[config.mk]
export PLATFORM = sky130hd
export DESIGN_NAME = ram_access_ctrl
export DESIGN_NICKNAME = d
export VERILOG_FILES = /design/src/rtl/ram_ctrl_pkg.sv /design/src/rtl/ram_access_ctrl.sv
export SDC_FILE = /design/constraint.sdc
export NUM_CORES = 1
export LEC_CHECK = 0
export ABC_CLOCK_PERIOD_IN_PS = 2200
export CORE_MARGIN = 2
export CORE_UTILIZATION = 35
export CTS_CLUSTER_DIAMETER = 60
export CTS_CLUSTER_SIZE = 25
export DETAILED_ROUTE_END_ITERATION = 6
export PLACE_DENSITY = 0.66
export SYNTH_ARGS = -nofsm -noshare
export SYNTH_HDL_FRONTEND = slang
export SYNTH_SLANG_ARGS = --single-unit
[constraint.sdc]
create_clock -name sys_clk -period 2.2 [get_ports sys_clk]
set_clock_uncertainty 0.05 [all_clocks]
set_input_delay 0.22 -clock sys_clk [delete_from_list [all_inputs] [get_ports sys_clk]]
set_output_delay 0.22 -clock sys_clk [all_outputs]
set_load 0.01 [all_outputs]
[src/rtl/ram_ctrl_pkg.sv]
// Shared types and default sizes for the RAM access controller.
//   ctrl_state_e : controller FSM states
//   DefAddrW     : default RAM address width
//   DefDataW     : default RAM word width
package ram_ctrl_pkg;

  localparam int unsigned DefAddrW = 4;
  localparam int unsigned DefDataW = 16;

  typedef enum logic [2:0] {
    StInit,
    StIdle,
    StWr,
    StRd,
    StRdWait,
    StRsp
  } ctrl_state_e;

endpackage

[src/rtl/ram_access_ctrl.sv]
// CPU-side access controller for a single-port block RAM.
// After reset it sweeps INIT_VAL into every location, then serves one
// store or load at a time. Load data is held on rsp_* until the CPU takes it.
//
// Ports
//   sys_clk                  : clock, everything on the rising edge
//   sys_rst_n                : synchronous reset, ACTIVE-HIGH despite the name
//   req_valid/req_ready      : request handshake (req_ready = state is idle)
//   req_we/req_addr/req_wdata: 1 = store, word address, store data
//   rsp_valid/rsp_ready      : load response handshake
//   rsp_rdata                : load data, stable while rsp_valid
//   wr_done                  : one-cycle pulse after a store is written
//   init_done                : level, high once the post-reset sweep finished
//   ram_en/ram_wea/ram_addr/ram_wr_data/ram_rd_data : block-RAM port
module ram_access_ctrl
  import ram_ctrl_pkg::*;
#(
  parameter int unsigned       ADDR_W   = DefAddrW,
  parameter int unsigned       DATA_W   = DefDataW,
  parameter int unsigned       RD_LAT   = 1,  // legal range 1..3
  parameter logic [DATA_W-1:0] INIT_VAL = '0
) (
  input  logic              sys_clk,
  input  logic              sys_rst_n,
  input  logic              req_valid,
  output logic              req_ready,
  input  logic              req_we,
  input  logic [ADDR_W-1:0] req_addr,
  input  logic [DATA_W-1:0] req_wdata,
  output logic              rsp_valid,
  input  logic              rsp_ready,
  output logic [DATA_W-1:0] rsp_rdata,
  output logic              wr_done,
  output logic              init_done,
  output logic              ram_en,
  output logic              ram_wea,
  output logic [ADDR_W-1:0] ram_addr,
  output logic [DATA_W-1:0] ram_wr_data,
  input  logic [DATA_W-1:0] ram_rd_data
);

  localparam logic [1:0]    LatLast = 2'(RD_LAT - 1);
  localparam logic [ADDR_W:0] CntOne = {{ADDR_W{1'b0}}, 1'b1};

  ctrl_state_e       state_q, state_d;
  // One extra bit so the sweep end is seen as cnt_q[ADDR_W] instead of a wrap to 0.
  logic [ADDR_W:0]   cnt_q, cnt_d;
  logic [1:0]        lat_q, lat_d;
  logic              init_done_q, init_done_d;
  logic              rsp_valid_q, rsp_valid_d;
  logic [DATA_W-1:0] rsp_rdata_q, rsp_rdata_d;
  logic              wr_done_q, wr_done_d;
  logic              ram_en_q, ram_en_d;
  logic              ram_wea_q, ram_wea_d;
  logic [ADDR_W-1:0] ram_addr_q, ram_addr_d;
  logic [DATA_W-1:0] ram_wr_data_q, ram_wr_data_d;

  // RAM controls are computed from the state being entered, so ram_en is high
  // in the same cycle the FSM sits in WR/RD.
  always_comb begin
    state_d       = state_q;
    cnt_d         = cnt_q;
    lat_d         = lat_q;
    init_done_d   = init_done_q;
    rsp_valid_d   = rsp_valid_q;
    rsp_rdata_d   = rsp_rdata_q;
    wr_done_d     = 1'b0;
    ram_en_d      = 1'b0;
    ram_wea_d     = 1'b0;
    ram_addr_d    = ram_addr_q;
    ram_wr_data_d = ram_wr_data_q;

    case (state_q)
      StInit: begin
        if (cnt_q[ADDR_W]) begin
          state_d     = StIdle;
          init_done_d = 1'b1;
        end else begin
          ram_en_d      = 1'b1;
          ram_wea_d     = 1'b1;
          ram_addr_d    = cnt_q[ADDR_W-1:0];
          ram_wr_data_d = INIT_VAL;
          cnt_d         = cnt_q + CntOne;
        end
      end
      StIdle: begin
        if (req_valid) begin
          ram_en_d   = 1'b1;
          ram_wea_d  = req_we;
          ram_addr_d = req_addr;
          if (req_we) begin
            ram_wr_data_d = req_wdata;
            state_d       = StWr;
          end else begin
            state_d = StRd;
          end
        end
      end
      StWr: begin
        wr_done_d = 1'b1;
        state_d   = StIdle;
      end
      StRd: begin
        lat_d   = LatLast;
        state_d = StRdWait;
      end
      StRdWait: begin
        if (lat_q == 2'd0) begin
          rsp_rdata_d = ram_rd_data;
          rsp_valid_d = 1'b1;
          state_d     = StRsp;
        end else begin
          lat_d = lat_q - 2'd1;
        end
      end
      StRsp: begin
        if (rsp_ready) begin
          rsp_valid_d = 1'b0;
          state_d     = StIdle;
        end
      end
      default: state_d = StInit;
    endcase
  end

  always_ff @(posedge sys_clk) begin
    if (sys_rst_n) begin
      state_q       <= StInit;
      cnt_q         <= '0;
      lat_q         <= '0;
      init_done_q   <= 1'b0;
      rsp_valid_q   <= 1'b0;
      rsp_rdata_q   <= '0;
      wr_done_q     <= 1'b0;
      ram_en_q      <= 1'b0;
      ram_wea_q     <= 1'b0;
      ram_addr_q    <= '0;
      ram_wr_data_q <= '0;
    end else begin
      state_q       <= state_d;
      cnt_q         <= cnt_d;
      lat_q         <= lat_d;
      init_done_q   <= init_done_d;
      rsp_valid_q   <= rsp_valid_d;
      rsp_rdata_q   <= rsp_rdata_d;
      wr_done_q     <= wr_done_d;
      ram_en_q      <= ram_en_d;
      ram_wea_q     <= ram_wea_d;
      ram_addr_q    <= ram_addr_d;
      ram_wr_data_q <= ram_wr_data_d;
    end
  end

  assign req_ready   = (state_q == StIdle);
  assign rsp_valid   = rsp_valid_q;
  assign rsp_rdata   = rsp_rdata_q;
  assign wr_done     = wr_done_q;
  assign init_done   = init_done_q;
  assign ram_en      = ram_en_q;
  assign ram_wea     = ram_wea_q;
  assign ram_addr    = ram_addr_q;
  assign ram_wr_data = ram_wr_data_q;

endmodule
==> impl_metrics.yaml <==
run_status:
  outcome: "finished clean"
yosys:
  synthFlopType: "dfxtp_1"
  synth_edf_count: 0
  async_flop_share_pct: 0
  yosysSeqAreaShare_pct: 47.5
  ys_ff_latch: 51
  ys_types: 35
  synth_area_leaders: "dfxtp_1, nand2_1, mux2i_1, a21oi_1, nand2b_1"
  synth_nets: 286
  yosysTopAreaCell: "dfxtp_1"
  synth.cell_area_um2: 2150
  netlist_instances: 243
  yosysWarnings: 0
  syn_avg_cell_area_um2: 8.85
  synth_top_area_share_pct: 47.5
sta:
  timing.fmax_ghz: 0.489
  hold_violations: 0
  tightest_slew_ns: 0.865
  finalMaxSlewViolations: 0
  post-route-period-util_pct: 93.0
  hold_ws_ns: 0.253
  min_period_ns: 2.05
  tns_ns: 0
  rsz0062_at_grt: "false"
  setup_violations: 0
  maxSlewHeadroom_pct: 42.3
clock_tree:
  post_cts_resized: 0
  cts.sinks: 51
  cts-root-buf: "clkbuf_8"
  cts_hold_buf: 0
  cts_tree: "yes"
  cts_setup_buffers: 0
  htree_levels: 2
  clk_latency_ns: 0.30
  clk_pin_slew_worst_paths_ns: 0.09
  numCtsBuffers: 5
  cts_buffer_depth: 2
floorplanning:
  core_um2: 5920
  row_count: 28
  die_h_um: 82.4
  start_util_pct: 36.3
  die_x_um: 82.4
  io_pins: 83
  dieArea_um2: 6790
critical_path:
  crit_path_start: "state_q[0]$_SDFFE_PP0P_"
  criticalPathCategory: "register to output port"
  cp.arrival_ns: 1.78
  crit_path_start_kind: "register"
  crit_required_ns: 1.93
  endpoint_kind: "output port"
  critPathMaxStageDelay_ns: 0.59
  slowest_stage: "clkdlybuf4s50_1"
  crit_fanout: 13
  timing.rr.start: "state_q[0]$_SDFFE_PP0P_"
  worst-path-buf-inv: 1
  regToRegSetupSlack_ns: 0.29
  crit_family: "buffers and inverters"
  cp_cell_sequence: "nor3b_1, clkdlybuf4s50_1"
route:
  first_pass_iters: 4
  drc: 0
  wl_um: 4860
  via_per_inst: 4.69
  vias: 1843
  ant_nets: 0
  drt_iter0_drc: 68
  routedWlPerCell_um: 12.4
finish:
  diodes: 0
  drive_above_1_share_pct: 6.60
  fin_nets: 360
  fill_cells: 591
  final_area_um2: 3120
  area_growth_pct: 44.9
  finalNonFillerCells: 393
global_route:
  antenna_found_initial: 0
  grt_usage_pct: 15.3
  grt_max_degree: 33
  grt_pass1_vias: 1821
  overflow: 0
  grt_pass1_wl_um: 7980
power_and_ir_drop:
  seqPwrFrac_pct: 54.6
  p_per_area_nw_per_um2: 555
  intPower_w: 0.00137
  vdd_drop_max_v: 0.000235
  power.leakage_nw: 1.08
  combPwrFrac_pct: 7.8
  swShare_pct: 21.0
  p_switching_w: 0.000363
  clockPowerShare_pct: 37.6
placed_design:
  dp.cells: 385
  place_area_um2: 3000
  dp_hpwl_um: 3340
  gp_congestion: 0.739
  port_buffers: 82
hold_path:
  hold_class: "primary input to register"
  hold_start: "sys_rst_n"
run:
  cap_violations: 0
## registers in the layout (all words and copies together) (netlist names)
| signal | count |
|---|---|
| state_q | 3 |
| cnt_q | 5 |
| rsp_valid | 1 |
| wr_done | 1 |
| ram_addr | 4 |
| ram_wr_data | 16 |
| init_done | 1 |
| ram_wea | 1 |
| rsp_rdata | 16 |
| lat_q | 2 |
| ram_en | 1 |
## stage by stage
step / power (W) / worst slack [ns] / util (%)
final: 0.00173 / 0.153 / 52.6
after global placement: 0.00110 / 0.291 / 50.7
after global routing: 0.00181 / 0.0486 / 52.6
after floorplan: 0.00100 / 0.563 / -
after detailed placement: 0.00110 / 0.259 / 50.7
after CTS: 0.00176 / 0.0964 / 52.6
## power by group through the flow
stage                     sequential, W  combinational, W  clock (W)
after global routing           0.000947          0.000146   0.000714
after detailed placement       0.000965          0.000135          0
after global placement         0.000965          0.000136          0
after CTS                      0.000944          0.000137   0.000677
final                          0.000944          0.000135   0.000650
after floorplan                0.000967         0.0000375          0
## logic make-up after synthesis
logic type / count (synthesis) / share of synthesized area [%]
simple gates: 100 / 23.9
flops: 51 / 47.5
compound gates: 41 / 11.5
buf+inv: 27 / 5.58
mux: 21 / 10.0
fa+ha+maj: 2 / 1.16
xor+xnor: 1 / 0.407
## path summary, 6_finish.rpt
| check | endpoint | cells past startpoint |
|---|---|---|
| max | req_ready | 2 |
| min | init_done$_SDFFE_PP0P_ | 2 |
| max reg2reg | ram_wr_data[10]$_SDFFE_PP0P_ | 3 |
| min reg2reg | rsp_rdata[3]$_SDFFE_PP0P_ | 2 |
## cell usage in the layout (no fill, tap or decap), types with 2 or more instances in the layout
| cell | netlist | final |
|---|---|---|
| or3_1 | 3 | 3 |
| ha_1 | 2 | 2 |
| a211oi_1 | 9 | 9 |
| nor3_1 | 2 | 2 |
| and3b_1 | 2 | 2 |
| mux2_2 | 4 | 4 |
| o21ai_0 | 3 | 3 |
| dfxtp_1 | 51 | 51 |
| nand3b_1 | 3 | 3 |
| a21o_1 | 2 | 2 |
| clkdlybuf4s50_1 | 0 | 81 |
| inv_1 | 7 | 7 |
| nor3b_1 | 2 | 2 |
| nand2b_1 | 18 | 18 |
| nand3_1 | 2 | 2 |
| nor2_1 | 7 | 7 |
| buf_4 | 0 | 5 |
| nand2_1 | 51 | 51 |
| a21oi_1 | 23 | 23 |
| nor4b_1 | 2 | 2 |
| mux2i_1 | 17 | 17 |
| clkbuf_8 | 0 | 5 |
## layer usage
layer  vias up  routed length [µm]  share of wire, %  global-route usage (%)
met5         -                   0                 0                       0
met4         0                  46              0.95                    6.00
met3         4                 531                11                    5.87
met2        65                2120                44                    24.9
met1       817                2160                44                    18.0
li1        957                   -                 -                       -
## cells in the mapped netlist, types with 3 or more instances
library cell and n:
dfxtp_1 51, nand2_1 51, a21oi_1 23, nand2b_1 18
mux2i_1 17, clkbuf_1 15, a211oi_1 9, inv_1 7
nor2_1 7, mux2_2 4, buf_2 3, nand3b_1 3
o21ai_0 3, or3_1 3
## layout make-up
class,instances,area (µm²),share of cell area [%]
timing repair buffer,87,853,27.4
multi-input combinational,165,1010,32.4
sequential,51,1020,32.8
tap,75,93.8,3.01
inverter,7,26.3,0.843
clock inverter,3,43.8,1.41
clock buffer,5,68.8,2.21
Power figures use the tool's default switching activity.
